==> src/rtl/i2c_master_tx.sv <==
// I2C write-transaction engine: START, address+W, ACK check, FIFO-fed data bytes, STOP.
module i2c_master_tx #(
  parameter int unsigned CLK_DIV = 4
) (
  input  logic       clk,
  input  logic       reset,
  input  logic       start,
  input  logic [6:0] slave_addr,
  input  logic [7:0] fifo_data,
  input  logic       fifo_empty,
  output logic       fifo_rd,
  input  logic       sda_in,
  output logic       scl_out,
  output logic       sda_out,
  output logic       busy,
  output logic       done,
  output logic       nack
);

  localparam int unsigned DIV_W = 8;
  localparam logic [DIV_W-1:0] DIV_MAX = DIV_W'(CLK_DIV - 1);

  typedef enum logic [2:0] {
    S_IDLE,
    S_START,
    S_ADDR,
    S_ADDR_ACK,
    S_DATA,
    S_DATA_ACK,
    S_LOAD,
    S_STOP
  } state_t;

  state_t           r_state;
  logic [DIV_W-1:0] r_div;
  logic [1:0]       r_q;
  logic [2:0]       r_bit;
  logic [7:0]       r_shift;
  logic [6:0]       r_addr;
  logic             r_ack_smp;
  logic             r_scl;
  logic             r_sda;
  logic             r_busy;
  logic             r_done;
  logic             r_nack;
  logic             r_fifo_rd;

  state_t           w_state_nxt;
  logic [DIV_W-1:0] w_div_nxt;
  logic [1:0]       w_q_nxt;
  logic [2:0]       w_bit_nxt;
  logic [7:0]       w_shift_nxt;
  logic [6:0]       w_addr_nxt;
  logic             w_ack_nxt;
  logic             w_scl_nxt;
  logic             w_sda_nxt;
  logic             w_done_nxt;
  logic             w_nack_nxt;
  logic             w_rd_nxt;
  logic             w_tick;
  logic             w_bit_end;

  assign w_tick    = (r_div == DIV_MAX);
  assign w_bit_end = w_tick && (r_q == 2'd3);

  // Next-state, quarter-phase line patterns and transaction bookkeeping.
  always_comb begin
    w_state_nxt = r_state;
    w_div_nxt   = w_tick ? '0 : r_div + DIV_W'(1);
    w_q_nxt     = w_tick ? r_q + 2'd1 : r_q;
    w_bit_nxt   = r_bit;
    w_shift_nxt = r_shift;
    w_addr_nxt  = r_addr;
    w_ack_nxt   = r_ack_smp;
    w_scl_nxt   = 1'b1;
    w_sda_nxt   = 1'b1;
    w_done_nxt  = 1'b0;
    w_nack_nxt  = r_nack;
    w_rd_nxt    = 1'b0;

    case (r_state)
      S_IDLE: begin
        w_div_nxt = '0;
        w_q_nxt   = 2'd0;
        w_bit_nxt = 3'd0;
        if (start) begin
          w_addr_nxt  = slave_addr;
          w_nack_nxt  = 1'b0;
          w_state_nxt = S_START;
        end
      end

      S_START: begin
        w_scl_nxt = (r_q != 2'd3);
        w_sda_nxt = !r_q[1];
        if (w_bit_end) begin
          w_shift_nxt = {r_addr, 1'b0};
          w_bit_nxt   = 3'd0;
          w_state_nxt = S_ADDR;
        end
      end

      S_ADDR, S_DATA: begin
        w_scl_nxt = r_q[1];
        w_sda_nxt = r_shift[7];
        if (w_bit_end) begin
          w_shift_nxt = {r_shift[6:0], 1'b0};
          w_bit_nxt   = r_bit + 3'd1;
          if (r_bit == 3'd7) begin
            w_state_nxt = (r_state == S_ADDR) ? S_ADDR_ACK : S_DATA_ACK;
          end
        end
      end

      S_ADDR_ACK, S_DATA_ACK: begin
        w_scl_nxt = r_q[1];
        if (w_tick && (r_q == 2'd2)) begin
          w_ack_nxt = sda_in;
        end
        if (w_bit_end) begin
          if (r_ack_smp) begin
            w_nack_nxt  = 1'b1;
            w_state_nxt = S_STOP;
          end else begin
            w_state_nxt = S_LOAD;
          end
        end
      end

      S_LOAD: begin
        w_scl_nxt = 1'b0;
        w_div_nxt = '0;
        w_q_nxt   = 2'd0;
        if (fifo_empty) begin
          w_state_nxt = S_STOP;
        end else begin
          w_rd_nxt    = 1'b1;
          w_shift_nxt = fifo_data;
          w_bit_nxt   = 3'd0;
          w_state_nxt = S_DATA;
        end
      end

      S_STOP: begin
        w_scl_nxt = (r_q != 2'd0);
        w_sda_nxt = r_q[1];
        if (w_bit_end) begin
          w_done_nxt  = 1'b1;
          w_state_nxt = S_IDLE;
        end
      end

      default: begin
        w_state_nxt = S_IDLE;
      end
    endcase
  end

  // State and registered outputs; reset releases both lines at once.
  always_ff @(posedge clk or negedge reset) begin
    if (!reset) begin
      r_state   <= S_IDLE;
      r_div     <= '0;
      r_q       <= 2'd0;
      r_bit     <= 3'd0;
      r_shift   <= 8'h00;
      r_addr    <= 7'h00;
      r_ack_smp <= 1'b0;
      r_scl     <= 1'b1;
      r_sda     <= 1'b1;
      r_busy    <= 1'b0;
      r_done    <= 1'b0;
      r_nack    <= 1'b0;
      r_fifo_rd <= 1'b0;
    end else begin
      r_state   <= w_state_nxt;
      r_div     <= w_div_nxt;
      r_q       <= w_q_nxt;
      r_bit     <= w_bit_nxt;
      r_shift   <= w_shift_nxt;
      r_addr    <= w_addr_nxt;
      r_ack_smp <= w_ack_nxt;
      r_scl     <= w_scl_nxt;
      r_sda     <= w_sda_nxt;
      r_busy    <= (w_state_nxt != S_IDLE);
      r_done    <= w_done_nxt;
      r_nack    <= w_nack_nxt;
      r_fifo_rd <= w_rd_nxt;
    end
  end

  assign scl_out = r_scl;
  assign sda_out = r_sda;
  assign busy    = r_busy;
  assign done    = r_done;
  assign nack    = r_nack;
  assign fifo_rd = r_fifo_rd;

endmodule
==> config.mk <==
export PLATFORM = sky130hd
export DESIGN_NAME = i2c_master_tx
export DESIGN_NICKNAME = d
export VERILOG_FILES = /design/src/rtl/i2c_master_tx.sv
export SDC_FILE = /design/constraint.sdc
export NUM_CORES = 1
export LEC_CHECK = 0
export ABC_AREA = 1
export CORE_MARGIN = 2
export CORE_UTILIZATION = 45
export DETAILED_ROUTE_END_ITERATION = 12
export HOLD_SLACK_MARGIN = 0.12
export PLACE_DENSITY = 0.64
export SLEW_MARGIN = 20
export SYNTH_ARGS = -nofsm -noshare
export SYNTH_HDL_FRONTEND = slang
export SYNTH_SLANG_ARGS = --single-unit
==> constraint.sdc <==
create_clock -name clk -period 2 [get_ports clk]
set_clock_uncertainty 0.15 [all_clocks]
set_input_delay 0.5 -clock clk [delete_from_list [all_inputs] [get_ports clk]]
set_output_delay 0.5 -clock clk [all_outputs]
set_load 0.05 [all_outputs]
==> results.md, run 1 <==
* Status: finished clean
* Nets at 312
* Endpoints failing setup at 0
* Final cell count without fillers at 339
* Total wire length at 4167 µm
* MaxCap Viol Count at 0
* Rel. slew slack at 0.7222
* Clk sinks at 38
* Crit end category: flip-flop
* Seq/Total Area, Yosys at 0.4721
* Crit-path max FO at 5
* Top cells by count, synth: nand2_1, dfrtp_1, nor2_1
* Gr ovfl total at 0
* DRC errors left at 0
* Fin. Hold Viols at 0
* Flop2flop setup slack at 0.22 ns
* Die Ht at 70.99 µm
* Main combinational cell family by area after synthesis: simple AND/OR/NAND/NOR gates
* Final period util at 0.8898
* Top cells by area, synth: dfrtp_1, nand2_1, nor2_1, ha_1, inv_1
* Initial antenna violation count at 0
* HPWL Detailed at 3128 µm
* Fin crit period at 1.780 ns
* Top cell type's share of synthesized area at 0.4461
* Final WS setup at 0.2204 ns
* Worst hold slack at 0.3126 ns
* Pre-CTS WS at 0.09254 ns
* TritonCTS clock tree: done
* CP peak stage delay at 0.37 ns
* Root Driver: clkbuf_8
* Distinct cells, synth at 31
* Setup TNS at 0 ns
* Worst Path Required at 2.03 ns
* Synth Area in XOR/XNOR at 0.01301
* Largest net degree at the start of global routing at 23
* Ys flop type: dfrtp_1
* Worst Setup SP: r_div[0]
* GR Util All Layers at 0.1835
* P_leak at 1.221 nW
* TritonCTS buffer count at 5
* First-pass GRT wire length at 7293 µm
* Share of cells above drive strength 1 at 0.1916
* Port Buffers at 25
* Number of synthesized flops with an enable pin at 0
* N_diodes at 0
* Reg-to-Reg End: busy
* Post-Syn Area at 0.002019 mm²
* Fmax at 561.9 MHz
* Std cell rows at 24
* Post-Synth Adder-Cell Area at 0.03717
* Number of vias per cell at 4.920
* RSZ-0062 raised after global routing: no
* Drt first pass iters at 4
* Pwr/cell area at 1053 mW/mm²
* DRT antenna net count at 0
* Async SR Flop Fraction at 1.000
* Die Wd at 70.99 µm
* Hold Crit Depth at 1
* VDD IR-drop max at 0.0006581 V
* Clk slew on worst S/H paths at 0.08 ns
* Largest area contributor in the netlist: dfrtp_1
* CP Class: reg -> reg
* CP Cell Sequence: ha_2, nand2_2, nor2_2, nand3_2, nand2_2, nand2_4, nor2_1, nand3_1, nor2_1, nand2_1
* Drt wl/cell at 12.29 µm
* Area fraction in compound gates after synthesis at 0.1109
* Initial Util at 0.4670
* Synth Register Bits at 38
* CP max-delay cell: dfrtp_1
* Arr. time, crit path at 1.81 ns
* Routability-driven placement congestion ratio at 0.8942
* Vias at 1668
* Cells after Synth at 247
* CTS max path bufs at 2
* Syn_nets at 273
* Count leader, synth: nand2_1
* Post-synthesis simple-gate area fraction at 0.3086
* Core footprint at 0.004324 mm²
* Clock Latency Late Sink at 0.29 ns
* IO Pins at 26
* YS warnings at 0
* Final Max Slew Viols at 0
* Cells after DPL at 327
* Mux share of post-synthesis cell area at 0
* Crit path to: busy
* Worst Max-Slew Pin Slew at 0.4115 ns
* H-tree levels at 2
* Reg2Reg Depth at 10
* R2R Path Start: r_div[0]
* Number of global-route vias before repair at 1649
* Crit start category: flip-flop
* Die Area at 0.005040 mm²
* Post-Syn Area per Cell at 8.176 µm²
* Detailed Route Iter0 Violations at 104
* Area delta synth->final at 24.47%
* Worst Hold Class: reg -> reg
[flip-flops by register name, summed over array words and instances, names as in the netlist]
name and count:
busy 1, done 1, fifo_rd 1, nack 1
r_ack_smp 1, r_addr 7, r_bit 3, r_div 8
r_q 2, r_shift 8, r_state 3, scl_out 1
sda_out 1
[report_power, final]
group / internal (mW) / switching [mW]
combinational: 0.399 / 0.561
clock: 0.278 / 0.270
sequential: 0.982 / 0.157
[layout by cell type, fill, tap and decap left out, drive strengths merged]
cell,Yosys,routed
o311ai,2,2
dlygate4sd3,0,1
nor4,1,1
buf,3,16
nor3,4,4
nand3,11,11
nand4,3,3
a21oi,15,15
nor2,34,34
ha,6,6
inv,23,23
a22oi,3,3
clkinv,1,2
dfrtp,36,36
o21ai,15,15
clkdlybuf4s50,0,18
or2,1,1
xor2,3,3
dfstp,2,2
clkbuf,0,7
nand2,84,84
[worst min-delay path by stage]
| stage | slack, ns | endpoint | from |
|---|---|---|---|
| 2_1_floorplan | 0.05 | busy | reset |
| 3_3_place_gp | 0.29 | r_div[0] | r_div[0] |
| 3_5_place_dp | 0.30 | r_state[1] | reset |
| 4_1_cts | 0.32 | r_div[0] | r_div[0] |
| 5_1_grt | 0.35 | r_div[0] | r_div[0] |
| 6_report | 0.31 | r_div[0] | r_div[0] |
[logic make-up after synthesis]
| kind of cell | Yosys count |
|---|---|
| and+or+nand+nor | 138 |
| DFF | 38 |
| xor gates and xnor gates | 3 |
| adders and majority gates | 6 |
| AOI/OAI and AO/OA | 35 |
| buffers and inverters | 27 |
[critical path, delay by kind of cell, from the launching register on]
kind                       cells  cell delay [ns]
adders and majority gates      1             0.21
DFF                            1             0.37
and+or+nand+nor                9             0.93
[layout make-up]
type / instances / area [µm²]
sequential: 38 / 953.4
inverter: 24 / 90.09
fill: 421 / 1810
tap: 52 / 65.06
timing repair buffer: 35 / 357.8
clock buffer: 7 / 86.33
clock inverter: 1 / 5.005
multi-input combinational: 182 / 955.9
[metal layers]
metal,track usage,share of wire
met5,0,0
met4,0.06080,0.0098
met3,0.04986,0.040
met2,0.2825,0.46
met1,0.2528,0.49
[per-stage QoR]
step                instance area [µm²]  utilization  power (mW)
floorplan                          2019            -       1.785
global placement                   2370       0.5480       2.037
detailed placement                 2370       0.5480       2.058
CTS                                2471       0.5715       2.611
global route                       2514       0.5813       2.844
finish                             2514       0.5813       2.646
[timing repair]
item | CTS | global route
gates resized for setup | 0 | 3
buffers inserted | 0 | 3
hold endpoints to repair | 15 | 0
setup endpoints to repair | 0 | 13
hold buffers | 1 | 0
Power figures use the tool's default switching activity.
==> inputs of run 2 (changes only) <==
ABC_CLOCK_PERIOD_IN_PS = 2000   (was default)
MAX_ROUTING_LAYER = met4   (was default)
==> run 2 against run 1 <==
Net effect:
- fmax increased by 0.22%
- critical path depth stayed put
- clock-buffer cell count did not move
- wire length about the same
- final cell count unchanged
- critical endpoint is now r_shift[4]
- clock power about the same
- worst hold slack about the same
- first-iteration DRC count is 12% higher
- sequential share of layout area unchanged
- cell area unchanged
- power is essentially flat
- register-to-register slack is essentially flat
==> results.md, run 2 (same netlist as run 1, synthesis figures left out) <==
* Flop2flop setup slack at 0.22 ns (about the same)
* Final Max Slew Viols at 0 (unchanged)
* Pre-CTS WS at 0.09254 ns (unchanged)
* IO Pins at 26 (unchanged)
* Fin crit period at 1.776 ns (was 1.780 ns)
* TritonCTS buffer count at 5 (unchanged)
* Cells after DPL at 327 (unchanged)
* MaxCap Viol Count at 0 (unchanged)
* Drt first pass iters at 4 (unchanged)
* Commonest non-fill, non-tap cell in the layout: nand2_1 (unchanged)
* Logic pwr share at 0.363 (about the same)
* Worst Setup SP: r_div[0] (unchanged)
* Crit-path max FO at 12 (was 5)
* M1 GR Usage at 0.2574 (was 0.2528)
* TritonCTS clock tree: done (unchanged)
* Critical path buffer and inverter count at 1 (was 0)
* Final WS setup at 0.2244 ns (was 0.2204 ns)
* RSZ-0062 raised after global routing: no (unchanged)
* Placed cell areas at 0.002370 mm² (unchanged)
* CP max-delay cell: dfrtp_1 (unchanged)
* Status: finished clean (unchanged)
* Root Driver: clkbuf_8 (unchanged)
* Nets at 312 (unchanged)
* Fmax at 563.2 MHz (was 561.9 MHz)
* Setup TNS at 0 ns (unchanged)
* HPWL Detailed at 3128 µm (unchanged)
* Reg-to-Reg End: r_shift[4] (was busy)
* P_leak at 1.221 nW (unchanged)
* Multi-input logic area at 955.9 µm² (unchanged)
* Arr. time, crit path at 1.84 ns (was 1.81 ns)
* Die Ht at 70.99 µm (unchanged)
* P_int at 1.659 mW (about the same)
* Worst Hold Class: reg -> reg (unchanged)
* Die Wd at 70.99 µm (unchanged)
* Crit start category: flip-flop (unchanged)
* Fin. Hold Viols at 0 (unchanged)
* GR Util All Layers at 0.1898 (was 0.1835)
* CP Class: reg -> reg (unchanged)
* CP peak stage delay at 0.37 ns (about the same)
* Worst Path Required at 2.07 ns (was 2.03 ns)
* Worst Max-Slew Pin Slew at 0.4114 ns (was 0.4115 ns)
* Switching Share at 0.3729 (was 0.3732)
* Clock power share at 0.206 (was 0.207)
* Detailed Route Iter0 Violations at 116 (was 104)
* Number of vias per cell at 4.917 (was 4.920)
* Clock Latency Late Sink at 0.29 ns (about the same)
* FILL cells at 421 (unchanged)
* GRT met2 Usage at 0.2804 (was 0.2825)
* Crit end category: flip-flop (unchanged)
* Number of global-route vias before repair at 1648 (was 1649)
* Crit path to: r_shift[4] (was busy)
* CTS max path bufs at 2 (unchanged)
* Critical path depth at 10 (unchanged)
* N_diodes at 0 (unchanged)
* Area delta synth->final at 24.47% (unchanged)
* VDD IR-drop max at 0.0006586 V (was 0.0006581 V)
* Pwr/cell area at 1052 mW/mm² (was 1053 mW/mm²)
* Total wire length at 4169 µm (was 4167 µm)
* Share of cells above drive strength 1 at 0.1916 (unchanged)
* Port Buffers at 25 (unchanged)
* Gr ovfl total at 0 (unchanged)
* Register area at 953.4 µm² (unchanged)
* Final period util at 0.8878 (was 0.8898)
* R2R Path Start: r_div[0] (unchanged)
* Reg2Reg Depth at 10 (unchanged)
* Global Route met3 Usage at 0.04843 (was 0.04986)
* Routability-driven placement congestion ratio at 0.9093 (was 0.8942)
* CP Cell Sequence: ha_2, nand2_2, nor2_2, nand3_2, nand2_1, o21ai_2, nor2_4, buf_12, nor2_1, a21oi_2 (was ha_2, nand2_2, nor2_2, nand3_2, nand2_2, nand2_4, nor2_1, nand3_1, nor2_1, nand2_1)
* Switching power at 0.9864 mW (was 0.9875 mW)
* Vias at 1667 (was 1668)
* Endpoints failing setup at 0 (unchanged)
* Gr busiest metal: met2 (unchanged)
* Die Area at 0.005040 mm² (unchanged)
* Top Registers: r_div (8), r_shift (8), r_addr (7) (unchanged)
* Reg power frac at 0.431 (was 0.430)
* Initial antenna violation count at 0 (unchanged)
* Cell family with most CP delay: simple AND/OR/NAND/NOR gates (unchanged)
* Cell area after layout at 0.002514 mm² (unchanged)
* Drt wl/cell at 12.30 µm (was 12.29 µm)
* Clk sinks at 38 (unchanged)
* Initial Util at 0.4670 (unchanged)
* Clk slew on worst S/H paths at 0.07 ns (was 0.08 ns)
* Rel. slew slack at 0.7223 (was 0.7222)
* H-tree levels at 2 (unchanged)
* Most frequent cells in the layout: nand2_1, dfrtp_1, nor2_1 (unchanged)
* First-pass GRT wire length at 7320 µm (was 7293 µm)
* Core footprint at 0.004324 mm² (unchanged)
* DRC errors left at 0 (unchanged)
* Final cell count without fillers at 339 (unchanged)
* Std cell rows at 24 (unchanged)
* DRT antenna net count at 0 (unchanged)
* Largest net degree at the start of global routing at 23 (unchanged)
-- run 2: cell counts in the layout (fill, tap and decap cells not counted) --
Identical to the previous run, type by type.
-- run 2: final cells by class --
type                       count  share of cell area
multi-input combinational    182              0.3803
inverter                      24             0.03584
clock buffer                   7             0.03435
clock inverter                 1            0.001991
timing repair buffer          35              0.1424
sequential                    38              0.3793
tap                           52             0.02588
-- run 2: worst reg2reg max path: stages, from the launching register on --
cell	delay (ns)
dfrtp_1	0.37
ha_2	0.21
nand2_2	0.08
nor2_2	0.11
nand3_2	0.12
nand2_1	0.12
o21ai_2	0.10
nor2_4	0.15
buf_12	0.15
nor2_1	0.05
a21oi_2	0.09
-- run 2: power by group through the flow --
stage	logic (mW)	registers, mW	clock network (mW)
after global routing	1.09	1.17	0.588
after floorplan	0.599	1.19	0
after detailed placement	0.909	1.15	0
final	0.960	1.14	0.545
after global placement	0.893	1.14	0
after CTS	0.912	1.14	0.562
-- run 2: worst min-delay path by stage --
stage	start	end	slack [ns]	cells after the start
2_1_floorplan	reset	busy	0.05	0
3_3_place_gp	r_div[0]	r_div[0]	0.29	1
3_5_place_dp	reset	r_state[1]	0.30	1
4_1_cts	r_div[0]	r_div[0]	0.32	1
5_1_grt	r_div[0]	r_div[0]	0.35	1
6_report	r_div[0]	r_div[0]	0.31	1
-- run 2: routing by layer --
layer / part of all wire / routed length, µm / up-vias
met5: 0 / 0 / -
met4: 0.016 / 65 / 0
met3: 0.036 / 152 / 8
met2: 0.45 / 1895 / 24
met1: 0.49 / 2056 / 770
li1: - / - / 865
-- run 2: what timing repair did --
action	in CTS	in global routing
resized for setup	0	3
hold endpoints to repair	15	0
hold buffers	1	0
setup endpoints to repair	0	13
buffers inserted	0	3
-- run 2: stage by stage --
stage	hold WS (ns)	power, mW	utilization
after floorplan	0.05441	1.785	-
after global placement	0.2940	2.037	0.5480
after detailed placement	0.3020	2.058	0.5480
after CTS	0.3176	2.611	0.5715
after global routing	0.3531	2.844	0.5813
final	0.3126	2.645	0.5813
==> inputs of run 3 (changes only) <==
CAP_MARGIN = 0   (was default)
CTS_BUF_LIST = sky130_fd_sc_hd__clkbuf_16   (was default)
==> run 3 against run 2 <==
Net effect:
- sequential power about the same
- worst hold slack worse by 0.0031 ns
- clock-buffer cell count fell by 2
- largest cell class unchanged
- via count is 1.1% higher
- combinational power hardly changed
- power grew 7.5%
- sequential cell count stayed put
- critical endpoint is now busy
- sequential share of layout area down 0.69 points
- register-to-register slack worse by 0.02 ns
- critical path type unchanged
- global-route usage down 0.062 points
- wire length grew 0.24%
==> results.md, run 3 (same netlist as run 1, synthesis figures left out) <==
* Final cell count without fillers at 339 (unchanged)
* Share of cells above drive strength 1 at 0.1882 (was 0.1916)
* Port Buffers at 25 (unchanged)
* Total wire length at 4179 µm (was 4169 µm)
* Final period util at 0.8983 (was 0.8878)
* Nets at 312 (unchanged)
* Die Area at 0.005040 mm² (unchanged)
* Reg2Reg Depth at 12 (was 10)
* N_diodes at 0 (unchanged)
* Pre-CTS WS at 0.09254 ns (unchanged)
* CP Class: reg -> reg (unchanged)
* Initial antenna violation count at 0 (unchanged)
* Worst hold slack at 0.3094 ns (was 0.3126 ns)
* HPWL Detailed at 3128 µm (unchanged)
* DRC errors left at 0 (unchanged)
* Number of global-route vias before repair at 1672 (was 1648)
* Vias at 1686 (was 1667)
* Clock Latency Late Sink at 0.28 ns (was 0.29 ns)
* VDD IR-drop max at 0.0007902 V (was 0.0006586 V)
* Final Max Slew Viols at 0 (unchanged)
* Std cell rows at 24 (unchanged)
* Worst Path Required at 2.01 ns (was 2.07 ns)
* Die Ht at 70.99 µm (unchanged)
* RSZ-0062 raised after global routing: no (unchanged)
* GR Util All Layers at 0.1892 (was 0.1898)
* Routability-driven placement congestion ratio at 0.9093 (unchanged)
* Root Driver: clkbuf_16 (was clkbuf_8)
* Worst Hold Class: reg -> reg (unchanged)
* Cells after DPL at 327 (unchanged)
* Clk sinks at 38 (unchanged)
* Clock power share at 0.261 (was 0.206)
* Detailed Route Iter0 Violations at 89 (was 116)
* Fmax at 556.6 MHz (was 563.2 MHz)
* Drt wl/cell at 12.33 µm (was 12.30 µm)
* Worst Max-Slew Pin Slew at 0.4196 ns (was 0.4114 ns)
* Largest net degree at the start of global routing at 23 (unchanged)
* Crit end category: flip-flop (unchanged)
* Setup TNS at 0 ns (unchanged)
* P_leak at 1.245 nW (was 1.221 nW)
* Gr ovfl total at 0 (unchanged)
* MaxCap Viol Count at 0 (unchanged)
* First-pass GRT wire length at 7334 µm (was 7320 µm)
* Final WS setup at 0.2034 ns (was 0.2244 ns)
* TritonCTS clock tree: done (unchanged)
* Crit start category: flip-flop (unchanged)
* Fin. Hold Viols at 0 (unchanged)
* Clk slew on worst S/H paths at 0.06 ns (was 0.07 ns)
* Drt first pass iters at 4 (unchanged)
* Arr. time, crit path at 1.81 ns (was 1.84 ns)
* Commonest non-fill, non-tap cell in the layout: nand2_1 (unchanged)
* H-tree levels at 2 (unchanged)
* Fin crit period at 1.797 ns (was 1.776 ns)
* Logic pwr share at 0.338 (was 0.363)
* Status: finished clean (unchanged)
* CTS max path bufs at 2 (unchanged)
* Crit-path max FO at 3 (was 12)
* Rel. slew slack at 0.7203 (was 0.7223)
* P_int at 1.832 mW (was 1.659 mW)
* Most frequent cells in the layout: nand2_1, dfrtp_1, nor2_1 (unchanged)
* TritonCTS buffer count at 5 (unchanged)
* DRT antenna net count at 0 (unchanged)
* Pwr/cell area at 1111 mW/mm² (was 1052 mW/mm²)
* Reg power frac at 0.401 (was 0.431)
* Core footprint at 0.004324 mm² (unchanged)
* Switching Share at 0.3555 (was 0.3729)
* Area delta synth->final at 26.77% (was 24.47%)
* Top Registers: r_div (8), r_shift (8), r_addr (7) (unchanged)
* Hold Crit Depth at 1 (unchanged)
* IO Pins at 26 (unchanged)
* Die Wd at 70.99 µm (unchanged)
* Endpoints failing setup at 0 (unchanged)
* Switching power at 1.011 mW (was 0.9864 mW)
* Number of vias per cell at 4.973 (was 4.917)
* Initial Util at 0.4670 (unchanged)
run 3: cell types whose count changed in the layout (fill, tap and decap cells not counted), sizes merged:
cell	delta
clkbuf	-2
clkinv	+1
inv	+1
run 3: path summary, 6_finish.rpt:
kind | startpoint | to | slack [ns]
min | r_div[0] | r_div[0] | 0.31
max reg2reg | r_div[0] | busy | 0.20
max | r_div[0] | busy | 0.20
max in group asynchronous | reset | sda_out | 0.63
min reg2reg | r_div[0] | r_div[0] | 0.31
min in group asynchronous | reset | r_div[6] | 0.54
run 3: area by class of cell:
class	instances	area [µm²]
fillers	407	1764
well taps	52	65.06
multi-input cells	182	955.9
clock inverters	3	12.51
flip-flops and latches	38	953.4
inverters	24	90.09
repair buffers	35	357.8
clock buffers	5	125.1
run 3: through the flow:
stage | utilization | total power [mW] | instance area (µm²)
after floorplan | - | 1.785 | 2019
after global placement | 0.5480 | 2.037 | 2370
after detailed placement | 0.5480 | 2.058 | 2370
after CTS | 0.5822 | 2.805 | 2517
after global routing | 0.5920 | 3.039 | 2560
final | 0.5920 | 2.843 | 2560
run 3: worst max-delay path, cell delays in order (launching register included):
cell and delay (ns):
dfrtp_1 0.36, ha_2 0.21, inv_1 0.06, nor2_1 0.08, nand2_1 0.05, nor2_1 0.20, nand3_1 0.13, nand2_1 0.08
nand2_1 0.05, nand2_1 0.07, nand2_1 0.09, nor2_1 0.09, nand2_1 0.05
run 3: per-layer routing:
metal | routed length [µm] | track usage
met2 | 1909 | 0.2887
met4 | 55 | 0.05451
met1 | 2029 | 0.2509
met3 | 184 | 0.04843
met5 | 0 | -
run 3: power by group through the flow:
stage | clock [mW] | combinational (mW) | sequential [mW]
global route | 0.778 | 1.09 | 1.17
detailed placement | 0 | 0.909 | 1.15
finish | 0.741 | 0.961 | 1.14
floorplan | 0 | 0.599 | 1.19
global placement | 0 | 0.893 | 1.14
CTS | 0.753 | 0.914 | 1.14
run 3: timing repair:
item                                    4_1_cts  5_1_grt
endpoints found under the setup margin        0       13
setup buffers                                 0        3
endpoints found under the hold margin        15        0
resized for setup                             0        3
hold buffers                                  1        0
